--- src/rtl/ysyx_24080006_mdu_ctrl_pkg.sv ---
// Shared types and constants for the RV32M multiply/divide sequencer and
// its borrowed-adder side port to the ALU.
package ysyx_24080006_mdu_ctrl_pkg;

   typedef enum logic [2:0] {
      MDU_MUL    = 3'd0,
      MDU_MULH   = 3'd1,
      MDU_MULHSU = 3'd2,
      MDU_MULHU  = 3'd3,
      MDU_DIV    = 3'd4,
      MDU_DIVU   = 3'd5,
      MDU_REM    = 3'd6,
      MDU_REMU   = 3'd7
   } mdu_op_e;

   typedef enum logic [2:0] {
      S_IDLE    = 3'd0,
      S_ABS_A   = 3'd1,
      S_ABS_B   = 3'd2,
      S_SPECIAL = 3'd3,
      S_ITER    = 3'd4,
      S_FIX_LO  = 3'd5,
      S_FIX_HI  = 3'd6,
      S_DONE    = 3'd7
   } mdu_state_e;

   typedef struct packed {
      logic [32:0] a;
      logic [32:0] b;
   } mdu2alu_t;

   typedef struct packed {
      logic [33:0] res_34;
      logic [31:0] res_32;
      logic        not_zero;
   } alu2mdu_t;

   localparam logic [31:0] DIV0_QUOT = 32'hFFFF_FFFF;
   localparam logic [31:0] INT_MIN   = 32'h8000_0000;

   function automatic logic op_is_div(input mdu_op_e op);
      return (op == MDU_DIV) || (op == MDU_DIVU) || (op == MDU_REM) || (op == MDU_REMU);
   endfunction

   function automatic logic op_is_rem(input mdu_op_e op);
      return (op == MDU_REM) || (op == MDU_REMU);
   endfunction

   function automatic logic op_a_signed(input mdu_op_e op);
      return (op != MDU_MULHU) && (op != MDU_DIVU) && (op != MDU_REMU);
   endfunction

   function automatic logic op_b_signed(input mdu_op_e op);
      return (op == MDU_MULH) || (op == MDU_DIV) || (op == MDU_REM);
   endfunction

endpackage

--- src/rtl/ysyx_24080006_mdu_ctrl_if.sv ---
// Issue/result handshake plus the ALU adder side port of the MDU.
interface ysyx_24080006_mdu_ctrl_if;
   import ysyx_24080006_mdu_ctrl_pkg::*;

   logic        in_valid;
   logic        in_ready;
   mdu_op_e     in_op;
   logic [31:0] in_a;
   logic [31:0] in_b;
   logic        out_valid;
   logic        out_ready;
   logic [31:0] out_res;
   logic        mdu_enable;
   mdu2alu_t    mdu2alu;
   alu2mdu_t    alu2mdu;

   modport master (
      output in_valid, in_op, in_a, in_b, out_ready, alu2mdu,
      input  in_ready, out_valid, out_res, mdu_enable, mdu2alu
   );

   modport slave (
      input  in_valid, in_op, in_a, in_b, out_ready, alu2mdu,
      output in_ready, out_valid, out_res, mdu_enable, mdu2alu
   );

endinterface

--- src/rtl/ysyx_24080006_mdu_fsm.sv ---
// Sequencer state register and 32-step iteration counter for the MDU.
module ysyx_24080006_mdu_fsm
   import ysyx_24080006_mdu_ctrl_pkg::*;
(
   input  logic       clock,
   input  logic       reset,
   input  logic       flush_i,
   input  logic       start_i,
   input  logic       special_i,
   input  logic       abs_a_i,
   input  logic       abs_b_i,
   input  logic       sb_i,
   input  logic       fix_lo_i,
   input  logic       fix_hi_i,
   input  logic       out_ready_i,
   output mdu_state_e state_o
);

   mdu_state_e state_q;
   logic [4:0] cnt_q;

   // State and counter update; flush behaves exactly like reset.
   always_ff @(posedge clock) begin
      if (reset || flush_i) begin
         state_q <= S_IDLE;
         cnt_q   <= 5'd0;
      end else begin
         case (state_q)
            S_IDLE: begin
               cnt_q <= 5'd0;
               if (start_i) begin
                  if (special_i)    state_q <= S_SPECIAL;
                  else if (abs_a_i) state_q <= S_ABS_A;
                  else if (abs_b_i) state_q <= S_ABS_B;
                  else              state_q <= S_ITER;
               end
            end
            S_ABS_A:   state_q <= sb_i ? S_ABS_B : S_ITER;
            S_ABS_B:   state_q <= S_ITER;
            S_SPECIAL: state_q <= S_DONE;
            S_ITER: begin
               cnt_q <= cnt_q + 5'd1;
               if (cnt_q == 5'd31) state_q <= fix_lo_i ? S_FIX_LO : S_DONE;
            end
            S_FIX_LO:  state_q <= fix_hi_i ? S_FIX_HI : S_DONE;
            S_FIX_HI:  state_q <= S_DONE;
            S_DONE:    if (out_ready_i) state_q <= S_IDLE;
            default:   state_q <= S_IDLE;
         endcase
      end
   end

   assign state_o = state_q;

endmodule

--- src/rtl/ysyx_24080006_mdu_ctrl.sv ---
// RV32M multi-cycle multiply/divide unit; borrows the ALU's 33-bit adder
// for operand negation, shift-add multiply and restoring divide.
module ysyx_24080006_mdu_ctrl
   import ysyx_24080006_mdu_ctrl_pkg::*;
(
   input  logic clock,
   input  logic reset,
   input  logic flush,
   ysyx_24080006_mdu_ctrl_if.slave io
);

   mdu_state_e  state_q;
   mdu_op_e     op_q;
   logic [31:0] hi_q, lo_q, b_q;
   logic        sa_q, sb_q, carry_q;

   logic        a_neg_d, b_neg_d, div_zero_d, div_ovf_d;
   logic        fix_lo_d, fix_hi_d, accept_d;
   logic [31:0] div_shift_d, res_sel_d;
   logic [32:0] alu_a_d, alu_b_d;

   // Issue-time classification and fix-stage selection.
   always_comb begin
      a_neg_d    = op_a_signed(io.in_op) & io.in_a[31];
      b_neg_d    = op_b_signed(io.in_op) & io.in_b[31];
      div_zero_d = op_is_div(io.in_op) & (io.in_b == 32'd0);
      div_ovf_d  = op_is_div(io.in_op) & op_b_signed(io.in_op)
                   & (io.in_a == INT_MIN) & (io.in_b == 32'hFFFF_FFFF);
      fix_lo_d   = op_is_rem(op_q) ? sa_q : (sa_q ^ sb_q);
      fix_hi_d   = ~op_is_div(op_q);
   end

   ysyx_24080006_mdu_fsm u_fsm (
      .clock      (clock),
      .reset      (reset),
      .flush_i    (flush),
      .start_i    (io.in_valid),
      .special_i  (div_zero_d | div_ovf_d),
      .abs_a_i    (a_neg_d),
      .abs_b_i    (b_neg_d),
      .sb_i       (sb_q),
      .fix_lo_i   (fix_lo_d),
      .fix_hi_i   (fix_hi_d),
      .out_ready_i(io.out_ready),
      .state_o    (state_q)
   );

   // Adder operand steering; only registered state feeds the ALU.
   always_comb begin
      div_shift_d = {hi_q[30:0], lo_q[31]};
      alu_a_d     = 33'd0;
      alu_b_d     = 33'd0;
      case (state_q)
         S_ABS_A: begin
            alu_a_d = {~lo_q, 1'b1};
            alu_b_d = {32'd0, 1'b1};
         end
         S_ABS_B: begin
            alu_a_d = {~b_q, 1'b1};
            alu_b_d = {32'd0, 1'b1};
         end
         S_ITER: begin
            if (op_is_div(op_q)) begin
               alu_a_d = {div_shift_d, 1'b1};
               alu_b_d = {~b_q, 1'b1};
            end else begin
               alu_a_d = {hi_q, 1'b1};
               alu_b_d = {(lo_q[0] ? b_q : 32'd0), 1'b0};
            end
         end
         S_FIX_LO: begin
            alu_a_d = op_is_rem(op_q) ? {~hi_q, 1'b1} : {~lo_q, 1'b1};
            alu_b_d = {32'd0, 1'b1};
         end
         S_FIX_HI: begin
            alu_a_d = {~hi_q, 1'b1};
            alu_b_d = {32'd0, carry_q};
         end
         default: begin
            alu_a_d = 33'd0;
            alu_b_d = 33'd0;
         end
      endcase
   end

   // A shifted partial remainder with bit 32 set always exceeds the divisor.
   assign accept_d = hi_q[31] | io.alu2mdu.res_34[33];

   // Datapath registers: hi holds product-high/remainder, lo holds multiplier/quotient.
   always_ff @(posedge clock) begin
      if (reset || flush) begin
         op_q    <= MDU_MUL;
         hi_q    <= 32'd0;
         lo_q    <= 32'd0;
         b_q     <= 32'd0;
         sa_q    <= 1'b0;
         sb_q    <= 1'b0;
         carry_q <= 1'b0;
      end else begin
         case (state_q)
            S_IDLE: begin
               if (io.in_valid) begin
                  op_q <= io.in_op;
                  sa_q <= a_neg_d;
                  sb_q <= b_neg_d;
                  b_q  <= io.in_b;
                  if (div_zero_d) begin
                     lo_q <= DIV0_QUOT;
                     hi_q <= io.in_a;
                  end else if (div_ovf_d) begin
                     lo_q <= INT_MIN;
                     hi_q <= 32'd0;
                  end else begin
                     lo_q <= io.in_a;
                     hi_q <= 32'd0;
                  end
               end
            end
            S_ABS_A: lo_q <= io.alu2mdu.res_32;
            S_ABS_B: b_q  <= io.alu2mdu.res_32;
            S_ITER: begin
               if (op_is_div(op_q)) begin
                  hi_q <= accept_d ? io.alu2mdu.res_32 : div_shift_d;
                  lo_q <= {lo_q[30:0], accept_d};
               end else begin
                  hi_q <= {io.alu2mdu.res_34[33], io.alu2mdu.res_32[31:1]};
                  lo_q <= {io.alu2mdu.res_32[0], lo_q[31:1]};
               end
            end
            S_FIX_LO: begin
               if (op_is_rem(op_q)) begin
                  hi_q <= io.alu2mdu.res_32;
               end else begin
                  lo_q    <= io.alu2mdu.res_32;
                  carry_q <= io.alu2mdu.res_34[33];
               end
            end
            S_FIX_HI: hi_q <= io.alu2mdu.res_32;
            default: ;
         endcase
      end
   end

   // Result select; registers are frozen in DONE so the value is stable.
   always_comb begin
      case (op_q)
         MDU_MUL, MDU_DIV, MDU_DIVU: res_sel_d = lo_q;
         default:                    res_sel_d = hi_q;
      endcase
   end

   assign io.in_ready   = (state_q == S_IDLE);
   assign io.out_valid  = (state_q == S_DONE);
   assign io.out_res    = (state_q == S_DONE) ? res_sel_d : 32'd0;
   assign io.mdu_enable = (state_q == S_ABS_A) || (state_q == S_ABS_B) || (state_q == S_ITER)
                          || (state_q == S_FIX_LO) || (state_q == S_FIX_HI);
   assign io.mdu2alu    = {alu_a_d, alu_b_d};

endmodule

--- src/flat_wrapper.sv ---
// flat-port wrapper written by rule: the top's interface ports become plain ports
module ysyx_24080006_mdu_ctrl_flat import ysyx_24080006_mdu_ctrl_pkg::*;
  (clock, reset, flush, io_in_valid, io_in_op, io_in_a, io_in_b, io_out_ready, io_alu2mdu, io_in_ready, io_out_valid, io_out_res, io_mdu_enable, io_mdu2alu);
  ysyx_24080006_mdu_ctrl_if io_i ();
  input  logic clock;
  input  logic reset;
  input  logic flush;
  input wire logic [$bits(io_i.in_valid)-1:0] io_in_valid;
  input wire logic [$bits(io_i.in_op)-1:0] io_in_op;
  input wire logic [$bits(io_i.in_a)-1:0] io_in_a;
  input wire logic [$bits(io_i.in_b)-1:0] io_in_b;
  input wire logic [$bits(io_i.out_ready)-1:0] io_out_ready;
  input wire logic [$bits(io_i.alu2mdu)-1:0] io_alu2mdu;
  output wire logic [$bits(io_i.in_ready)-1:0] io_in_ready;
  output wire logic [$bits(io_i.out_valid)-1:0] io_out_valid;
  output wire logic [$bits(io_i.out_res)-1:0] io_out_res;
  output wire logic [$bits(io_i.mdu_enable)-1:0] io_mdu_enable;
  output wire logic [$bits(io_i.mdu2alu)-1:0] io_mdu2alu;
  assign io_i.in_valid = io_in_valid;
  assign io_i.in_op = io_in_op;
  assign io_i.in_a = io_in_a;
  assign io_i.in_b = io_in_b;
  assign io_i.out_ready = io_out_ready;
  assign io_i.alu2mdu = io_alu2mdu;
  assign io_in_ready = io_i.in_ready;
  assign io_out_valid = io_i.out_valid;
  assign io_out_res = io_i.out_res;
  assign io_mdu_enable = io_i.mdu_enable;
  assign io_mdu2alu = io_i.mdu2alu;
  ysyx_24080006_mdu_ctrl u_core (.clock(clock), .reset(reset), .flush(flush), .io(io_i));
endmodule
--- config.mk ---
export PLATFORM = sky130hd
export DESIGN_NAME = ysyx_24080006_mdu_ctrl_flat
export DESIGN_NICKNAME = d
export VERILOG_FILES = /design/src/rtl/ysyx_24080006_mdu_ctrl_pkg.sv /design/src/rtl/ysyx_24080006_mdu_ctrl_if.sv /design/src/rtl/ysyx_24080006_mdu_fsm.sv /design/src/rtl/ysyx_24080006_mdu_ctrl.sv /design/src/flat_wrapper.sv
export SDC_FILE = /design/constraint.sdc
export NUM_CORES = 1
export LEC_CHECK = 0
export ABC_AREA = 0
export BUFFER_PORTS_ARGS = -buffer_cell sky130_fd_sc_hd__buf_4
export CAP_MARGIN = 20
export CORE_ASPECT_RATIO = 0.9
export CORE_MARGIN = 2
export CORE_UTILIZATION = 48
export CTS_CLUSTER_DIAMETER = 100
export DETAILED_ROUTE_END_ITERATION = 10
export PLACE_DENSITY = 0.89
export SLEW_MARGIN = 25
export SYNTH_ARGS = -nofsm -noshare
export SYNTH_HDL_FRONTEND = slang
export SYNTH_SLANG_ARGS = --single-unit
export TNS_END_PERCENT = 10
--- constraint.sdc ---
create_clock -name clock -period 1.8 [get_ports clock]
set_input_delay 0.18 -clock clock [delete_from_list [all_inputs] [get_ports clock]]
set_output_delay 0.18 -clock clock [all_outputs]
set_load 0.1 [all_outputs]
==> flow_summary.ini, run 1 <==
[clock_tree]
cts.hold.buffers_added = 0
clockBufferDepth = 2
ctsRootBufferMaster = clkbuf_16
cts_inserted_buffers = 9
clock-sinks = 110
h-tree-depth = 3

[yosys]
synthCells = 1151
syn_nets = 1292
async_flop_share_pct = 0
synth_seq_cells = 110
syn-mean-instance-area_sq_um = 7.317
ys_seq_area_share_pct = 26.15
yosysTopAreaCell = dfxtp_1
yosysWarningCount = 0
synth_area_sq_mm = 0.008422
synth-edff-count = 0
synth_top_cells_by_area = dfxtp_1 (26%), mux2i_1 (10%), nand2_1 (8.6%)
synth_top_area_share_pct = 26.15
synth_cell_type_count = 49
synth_flop_cell = dfxtp_1

[grt]
overflow = 1
grt_usage_pct = 74.07
grt_max_degree = 65

[status]
status = stopped before the end
haltStage = global routing (5_1_grt)
error = [ERROR GRT-0232] Routing congestion too high. Check the congestion heatmap in the GUI.

[timing]
worstEndpointType = primary output
crit_endpoint = io_mdu2alu[55]

[floorplanning]
io_pins = 240
start_util_pct = 49.53
die_x_microns = 143.6
fp.dieH_microns = 129.7
rows = 45

[placed_design]
dp_hpwl_microns = 25990
io_buffers = 205
gp_congestion = 0.9400
==> cell usage after synthesis (22+ instances only) <==
master and n:
a21oi_1 144, a221oi_1 65, a311oi_1 33, buf_2 22, clkbuf_1 80, dfxtp_1 110
mux2_2 42, mux2i_1 87, nand2_1 193, nor2_1 110, o21ai_0 98, o221ai_1 32
o22a_1 32
==> timing repair <==
action	CTS
cloned	7
gates resized for setup	331
hold endpoints to repair	0
setup endpoints to repair	121
setup buffers	16
pin swaps	16
==> metrics by stage <==
stage / TNS (ns) / area, sq um / util (%) / instances / setup slack (ns)
3_5_place_dp: -14.60 / 12260 / 72.09 / 1585 / -0.3085
3_3_place_gp: -10.54 / 12260 / 72.09 / 1585 / -0.3254
2_1_floorplan: -12.60 / 9848 / - / 1151 / -0.1384
4_1_cts: -14.34 / 14270 / 83.93 / 1624 / -0.2341
==> per-layer routing <==
metal  track usage, %  overflow
met4            69.61         0
met1            75.43         0
met3            60.46         0
met2            89.30         1
met5            32.63         0
==> cell families after synthesis <==
kind of cell / after synthesis / share of synthesized area (%)
and+or+nand+nor: 361 / 18.15
AOI/OAI and AO/OA: 427 / 33.41
adders and majority gates: 2 / 0.2971
buffers and inverters: 122 / 6.032
DFF: 110 / 26.15
muxes: 129 / 15.96
==> run 2, diff against run 1 <==
- CORE_ASPECT_RATIO: 0.9 -> not set
- CORE_UTILIZATION: 48 -> 35
- CTS_CLUSTER_DIAMETER: 100 -> not set
- PLACE_DENSITY: 0.89 -> not set
- PLACE_DENSITY_LB_ADDON: not set -> 0.15
- clock period: 1.8 -> 2.35 ns (I/O delays scaled with it)
==> run 2 against run 1 <==
Compared with the run above: the run now ends clean; synthesized cell count did not move; synthesized area unchanged.
==> flow_summary.ini, run 2 <==
[clock_tree]
cts_tree = built
cts.hold.buffers_added = 0
clockBufferDepth = 2
clk_pin_slew_worst_paths_ns = 0.08
cts_inserted_buffers = 9
ctsRootBufferMaster = clkbuf_16
clkLatencyLatePin_ns = 0.36
clock-sinks = 110
h-tree-depth = 3

[detailed_routing]
ant_nets = 0
vias_per_cell = 6.131
vias = 10050
wirelength_microns = 36880
drc_errors = 0
dr.pass1.iters = 7
wire_per_inst_microns = 22.50
drtIter0Drc = 809

[floorplanning]
io_pins = 240
fp.dieH_microns = 159.1
start_util_pct = 35.77
fp.coreArea_sq_mm = 0.02354
die_x_microns = 159.1
dieArea_sq_mm = 0.02532
rows = 56

[grt]
antenna_found_initial = 0
overflow = 0
grt_pass1_wl_microns = 57150
grt_usage_pct = 28.19
grt_max_degree = 65
grt_pass1_vias = 9605

[setup_path]
r2r_setup_slack_ns = 0.24
cp_cell_sequence = inv_1 > a21oi_2 > buf_4 > nand2_1 > a21oi_1 > buf_6
slowest_stage = dfxtp_4
end_kind = output port
r2r_end = u_core.u_fsm.state_o[1]$_SDFFE_PP0P_
cp_max_fo = 19
r2r-start = u_core.u_fsm.state_o[0]$_SDFFE_PP0P_
start_kind = flop
worstSetupPathType = reg2out
crit_required_ns = 2.12
ff2ff_path_depth = 7
arrival_ns = 2.06
slowest_delay_ns = 0.47

[timing]
skew_ns = 0.006967
rsz0062_at_grt = true
relSlewSlack_pct = 47.12
slew_violations = 0
worst_slack_ns = 0.05379
worst_pin_slew_ns = 0.7933
min_period_ns = 2.296
setup_viol = 0
setup-tns-final_ns = 0
finalCritPeriodShare_pct = 97.71
hold_viol = 0
fmax_ghz = 0.4355

[placed_design]
dp_hpwl_microns = 25580
gp_congestion = 0.8478
pre_cts_ws_ns = 0.06552
io_buffers = 205

[finish]
layout_common_cells = buf_4 (223), nand2_1 (190), a21oi_1 (113)
layout_commonest_cell = buf_4
largestRegisters = u_core.b_q: 32 flops, u_core.hi_q: 32 flops, u_core.lo_q: 32 flops
final_nets = 1456
drive_above_1_share_pct = 31.14
nFillCells = 2360
diodes = 0
seq_area_sq_mm = 0.002216
area_growth_pct = 36.41
multiInputGateArea_sq_mm = 0.006228

[yosys]
synth_flop_cell = dfxtp_1
synth_area_sq_mm = 0.008422
synth.most_common_cell = nand2_1
synth-edff-count = 0
ys_seq_area_share_pct = 26.15
yosysWarningCount = 0
synth_common_cells = nand2_1 (193), a21oi_1 (144), dfxtp_1 (110), nor2_1 (110), o21ai_0 (98)
synth_top_area_share_pct = 26.15
synth_top_cells_by_area = dfxtp_1 (26%), mux2i_1 (10%), nand2_1 (8.6%)
synth_seq_cells = 110
syn-mean-instance-area_sq_um = 7.317
async_flop_share_pct = 0
synth_cell_type_count = 49
syn_nets = 1292
synthCells = 1151
yosysTopAreaCell = dfxtp_1

[power]
ir_worst_vdd_mv = 0.3779
p_leak_uw = 0.004078
p_per_area_mw_per_mm2 = 556.6

[status]
status = completed

[min_path]
hold_class = in2reg
whs_path_depth = 3
min_from = io_in_op[1]
min_to = u_core.op_q[1]$_SDFFE_PP0P_

[job]
cap_violations = 0
run 2: cell counts after synthesis:
Identical to the previous run, type by type.
run 2: metal layers:
layer  track usage (%)  vias up  wire length, microns
met2             43.26      491                 16430
met4             11.49        0                  1372
met5                 0        -                     0
met3             4.532       74                  2649
li1                  -     4654                     -
met1             39.35     4829                 16430
run 2: final cells by class:
type                       count  area share (%)
clock buffer                  10           2.178
clock inverter                 6          0.7841
inverter                       7          0.2287
multi-input combinational    919           54.21
sequential                   110           19.29
tap                          319           3.474
timing repair buffer         268           19.83
run 2: per-stage QoR:
| step | instances | hold WS, ns | area [sq um] | utilization, % | total power [uW] |
|---|---|---|---|---|---|
| 3_5_place_dp | 1621 | 0.4512 | 10890 | 46.26 | 4497 |
| 5_1_grt | 1639 | 0.1336 | 11490 | 48.80 | 6621 |
| 6_report | 1639 | 0.1258 | 11490 | 48.80 | 6394 |
| 2_1_floorplan | 1151 | 0.3710 | 8813 | - | 3705 |
| 3_3_place_gp | 1621 | 0.4437 | 10890 | 46.26 | 4487 |
| 4_1_cts | 1637 | 0.1271 | 11390 | 48.36 | 6361 |
run 2: logic make-up after synthesis:
family	after synthesis	share of synthesized area [%]
AOI/OAI and AO/OA	427	33.41
and+or+nand+nor	361	18.15
muxes	129	15.96
buffers and inverters	122	6.032
DFF	110	26.15
adders and majority gates	2	0.2971
run 2: how the worst max path moves through the flow:
stage                                               startpoint                            to  slack [ns]  cells past startpoint
final                              u_core.op_q[2]$_SDFFE_PP0P_                 io_out_res[0]        0.05                      6
after global routing               u_core.op_q[2]$_SDFFE_PP0P_                io_mdu2alu[65]       -0.02                      5
after CTS                 u_core.u_fsm.state_o[0]$_SDFFE_PP0P_                io_mdu2alu[50]       -0.01                      6
after global placement    u_core.u_fsm.state_o[0]$_SDFFE_PP0P_   u_core.lo_q[9]$_SDFFE_PP0P_        0.08                      7
after floorplan           u_core.u_fsm.state_o[2]$_SDFFE_PP0P_                io_mdu2alu[33]       -0.53                      3
after detailed placement  u_core.u_fsm.state_o[0]$_SDFFE_PP0P_  u_core.lo_q[10]$_SDFFE_PP0P_        0.07                      7
run 2: report_power, final:
part           switching [uW]  internal [uW]
combinational            1600            825
clock                     807           1010
sequential                183           1970
total                    2590           3800
run 2: timing repair:
action,CTS,global route
pin swaps,0,0
resized for setup,43,17
setup buffers,0,2
endpoints found under the setup margin,34,42
run 2: critical path, delay by kind of cell (launching register included):
kind | cells | cell delay, ns
AOI/OAI and AO/OA | 2 | 0.46
buffers and inverters | 3 | 0.68
DFF | 1 | 0.47
and+or+nand+nor | 1 | 0.08
No activity file was read; power rests on OpenSTA's default activity.
==> run 3, diff against run 2 <==
- ABC_AREA: 0 -> not set
- SYNTH_HIERARCHICAL: not set -> 1
==> run 3 against run 2 <==
Compared with the run above: core utilization decreased by 1.8 points; design area grew 13%; global-route usage decreased by 0.12 points; combinational power is 16% lower; synthesized area is 15% higher; worst hold slack gained 0.0039 ns; via count rose by 14%; count of clock-buffer cells in the layout rose by 2; flip-flop and latch count did not move; register-to-register slack improved by 0.03 ns; critical path type unchanged; critical endpoint is now io_mdu2alu[52]; largest cell class unchanged.
==> flow_summary.ini, run 3 <==
[floorplanning]
io_pins = 240
rows = 61
fp.coreArea_sq_mm = 0.02755
die_x_microns = 170.7
start_util_pct = 35.29
fp.dieH_microns = 170.7
dieArea_sq_mm = 0.02913

[yosys]
synth_area_sq_mm = 0.009724
synth_cell_type_count = 62
synth_top_cells_by_area = dfxtp_1 (23%), nand2_1 (6.9%), mux2i_1 (6.9%)
synthCells = 1294
synth_flop_cell = dfxtp_1
synth_common_cells = nand2_1 (180), dfxtp_1 (110), nor2_1 (105)
yosysWarningCount = 6
async_flop_share_pct = 0
synth-edff-count = 0
yosysTopAreaCell = dfxtp_1
syn_nets = 1435
syn-mean-instance-area_sq_um = 7.515
synth.most_common_cell = nand2_1
synth_seq_cells = 110
ys_seq_area_share_pct = 22.65
synth_top_area_share_pct = 22.65

[grt]
grt_max_degree = 97
grt_pass1_vias = 10730
antenna_found_initial = 1
grt_usage_pct = 28.07
overflow = 0
grt_pass1_wl_microns = 63870

[detailed_routing]
wire_per_inst_microns = 23.48
vias_per_cell = 6.388
drc_errors = 0
wirelength_microns = 42250
ant_nets = 0
vias = 11490
dr.pass1.iters = 5
drtIter0Drc = 1307

[setup_path]
worstSetupPathType = reg2out
ff2ff_path_depth = 5
arrival_ns = 2.11
crit_family = buffers and inverters
end_kind = output port
cp_max_fo = 11
cp_num_buf_inv = 3
cp_cell_sequence = buf_6 > or3b_4 > clkbuf_16 > o22a_1 > o221ai_2 > buf_8
start_kind = flop
slowest_delay_ns = 0.50
cp.depth = 6
crit_required_ns = 2.12
slowest_stage = or3b_4

[power]
p_int_uw = 3450
p_clk_share_pct = 27.3
seqPwrFrac_pct = 37.1
p_per_area_mw_per_mm2 = 439.9
switching_share_pct = 39.38
p_total_uw = 5691
p_sw_uw = 2241
p_leak_uw = 0.004398
combPwrFrac_pct = 35.6
ir_worst_vdd_mv = 0.3442

[finish]
stdcell_count = 1799
area_growth_pct = 33.04
final_nets = 1557
layout_commonest_cell = buf_4
largestRegisters = u_core/b_q: 32 flops, u_core/hi_q: 32 flops, u_core/lo_q: 32 flops
drive_above_1_share_pct = 31.88
layout_common_cells = buf_4 (212), nand2_1 (178), dfxtp_1 (106)
diodes = 0
nFillCells = 2712

[timing]
skew_ns = 0.008037
fmax_ghz = 0.4266
rsz0062_at_grt = true
finalCritPeriodShare_pct = 99.76
worst_pin_slew_ns = 1.053
setup_viol = 0
slew_violations = 0
relSlewSlack_pct = 29.49
min_period_ns = 2.344
hold_viol = 0

[min_path]
hold_class = in2reg
whs_path_depth = 3

[clock_tree]
clockBufferDepth = 2
cts_tree = built
clk_pin_slew_worst_paths_ns = 0.08
cts_setup_buffers = 0
ctsRootBufferMaster = clkbuf_16
h-tree-depth = 3
clock-sinks = 110
clkLatencyLatePin_ns = 0.37
cts_inserted_buffers = 9

[placed_design]
dp_hpwl_microns = 28200
placedCellCount = 1780
io_buffers = 205
gp_congestion = 0.8420

[status]
status = completed

[job]
cap_violations = 0
==> run 3: cell count changes after synthesis, moves of 33 or more <==
cell      previous run  this run
a21oi_1            144        50
a221oi_1            65        31
o31ai_1              0        35
o21ai_0             98        36
nor3b_1              2        35
nand3_1              5        39
==> run 3: per-layer routing <==
metal  GRT usage (%)  vias up  routed length (microns)
met5               0        -                       16
met4           10.55        2                     1492
met3           4.349       77                     3201
met2           44.06      578                    19290
met1           38.70     5559                    18250
li1                -     5276                        -
==> run 3: path summary, 6_finish.rpt <==
| check | from | end | slack [ns] |
|---|---|---|---|
| hold reg to reg | u_core/u_fsm/cnt_q[4]$_SDFFE_PP0P_ | u_core/u_fsm/cnt_q[4]$_SDFFE_PP0P_ | 0.46 |
| hold / removal | io_in_op[1] | u_core/op_q[1]$_SDFFE_PP0P_ | 0.13 |
| setup / recovery | u_core/u_fsm/state_o[1]$_SDFFE_PP0P_ | io_mdu2alu[52] | 0.006 |
| setup reg to reg | u_core/u_fsm/state_o[0]$_SDFFE_PP0P_ | u_core/hi_q[11]$_SDFFE_PP0P_ | 0.27 |
==> run 3: cell type report <==
type	instances	area, sq um	share of cell area (%)
well taps	378	473.0	3.656
flip-flops and latches	110	2212	17.10
multi-input cells	1021	7393	57.15
clock buffers	12	246.5	1.905
clock inverters	4	22.52	0.1741
inverters	8	30.03	0.2321
repair buffers	266	2560	19.79
==> run 3: cell families (layout without fill, tap and decap cells) <==
logic type	after synthesis	after routing	share of synthesized area [%]
compound gates	453	453	34.92
xor+xnor	3	3	0.2703
fa+ha+maj	2	2	0.2573
buf+inv	163	290	7.501
flops	110	110	22.65
mux	98	98	10.49
simple gates	465	465	23.92
==> run 3: worst min-delay path, delay by kind of cell <==
kind | cells | cell delay, ns
buffers and inverters | 1 | 0.12
AO/OA/AOI/OAI | 1 | 0.05
AND/OR/NAND/NOR | 1 | 0.05
==> run 3: what timing repair did <==
action,CTS,global route
setup endpoints to repair,32,28
resized for setup,50,40
hold buffers,0,0
pin swaps,0,1
gates cloned,0,3
==> run 3: per-stage QoR <==
stage                     hold slack (ns)  TNS [ns]  util, %  setup WS (ns)  area, sq um
after global placement             0.4466   -0.8055    44.40        -0.2878        12230
after CTS                          0.1227         0    46.07       0.003950        12690
after floorplan                    0.3710    -17.41        -        -0.5305        10240
after detailed placement           0.4511   -0.6972    44.40        -0.2455        12230
final                              0.1297         0    46.96       0.005607        12940
after global routing               0.1442   -0.4754    46.96       -0.03487        12940
==> run 3: power by group through the flow <==
stage	combinational [uW]	clock [uW]	sequential, uW
global placement	1870	0	2150
detailed placement	1890	0	2150
finish	2030	1550	2110
floorplan	1280	0	2090
global route	2150	1630	2130
CTS	1940	1560	2110
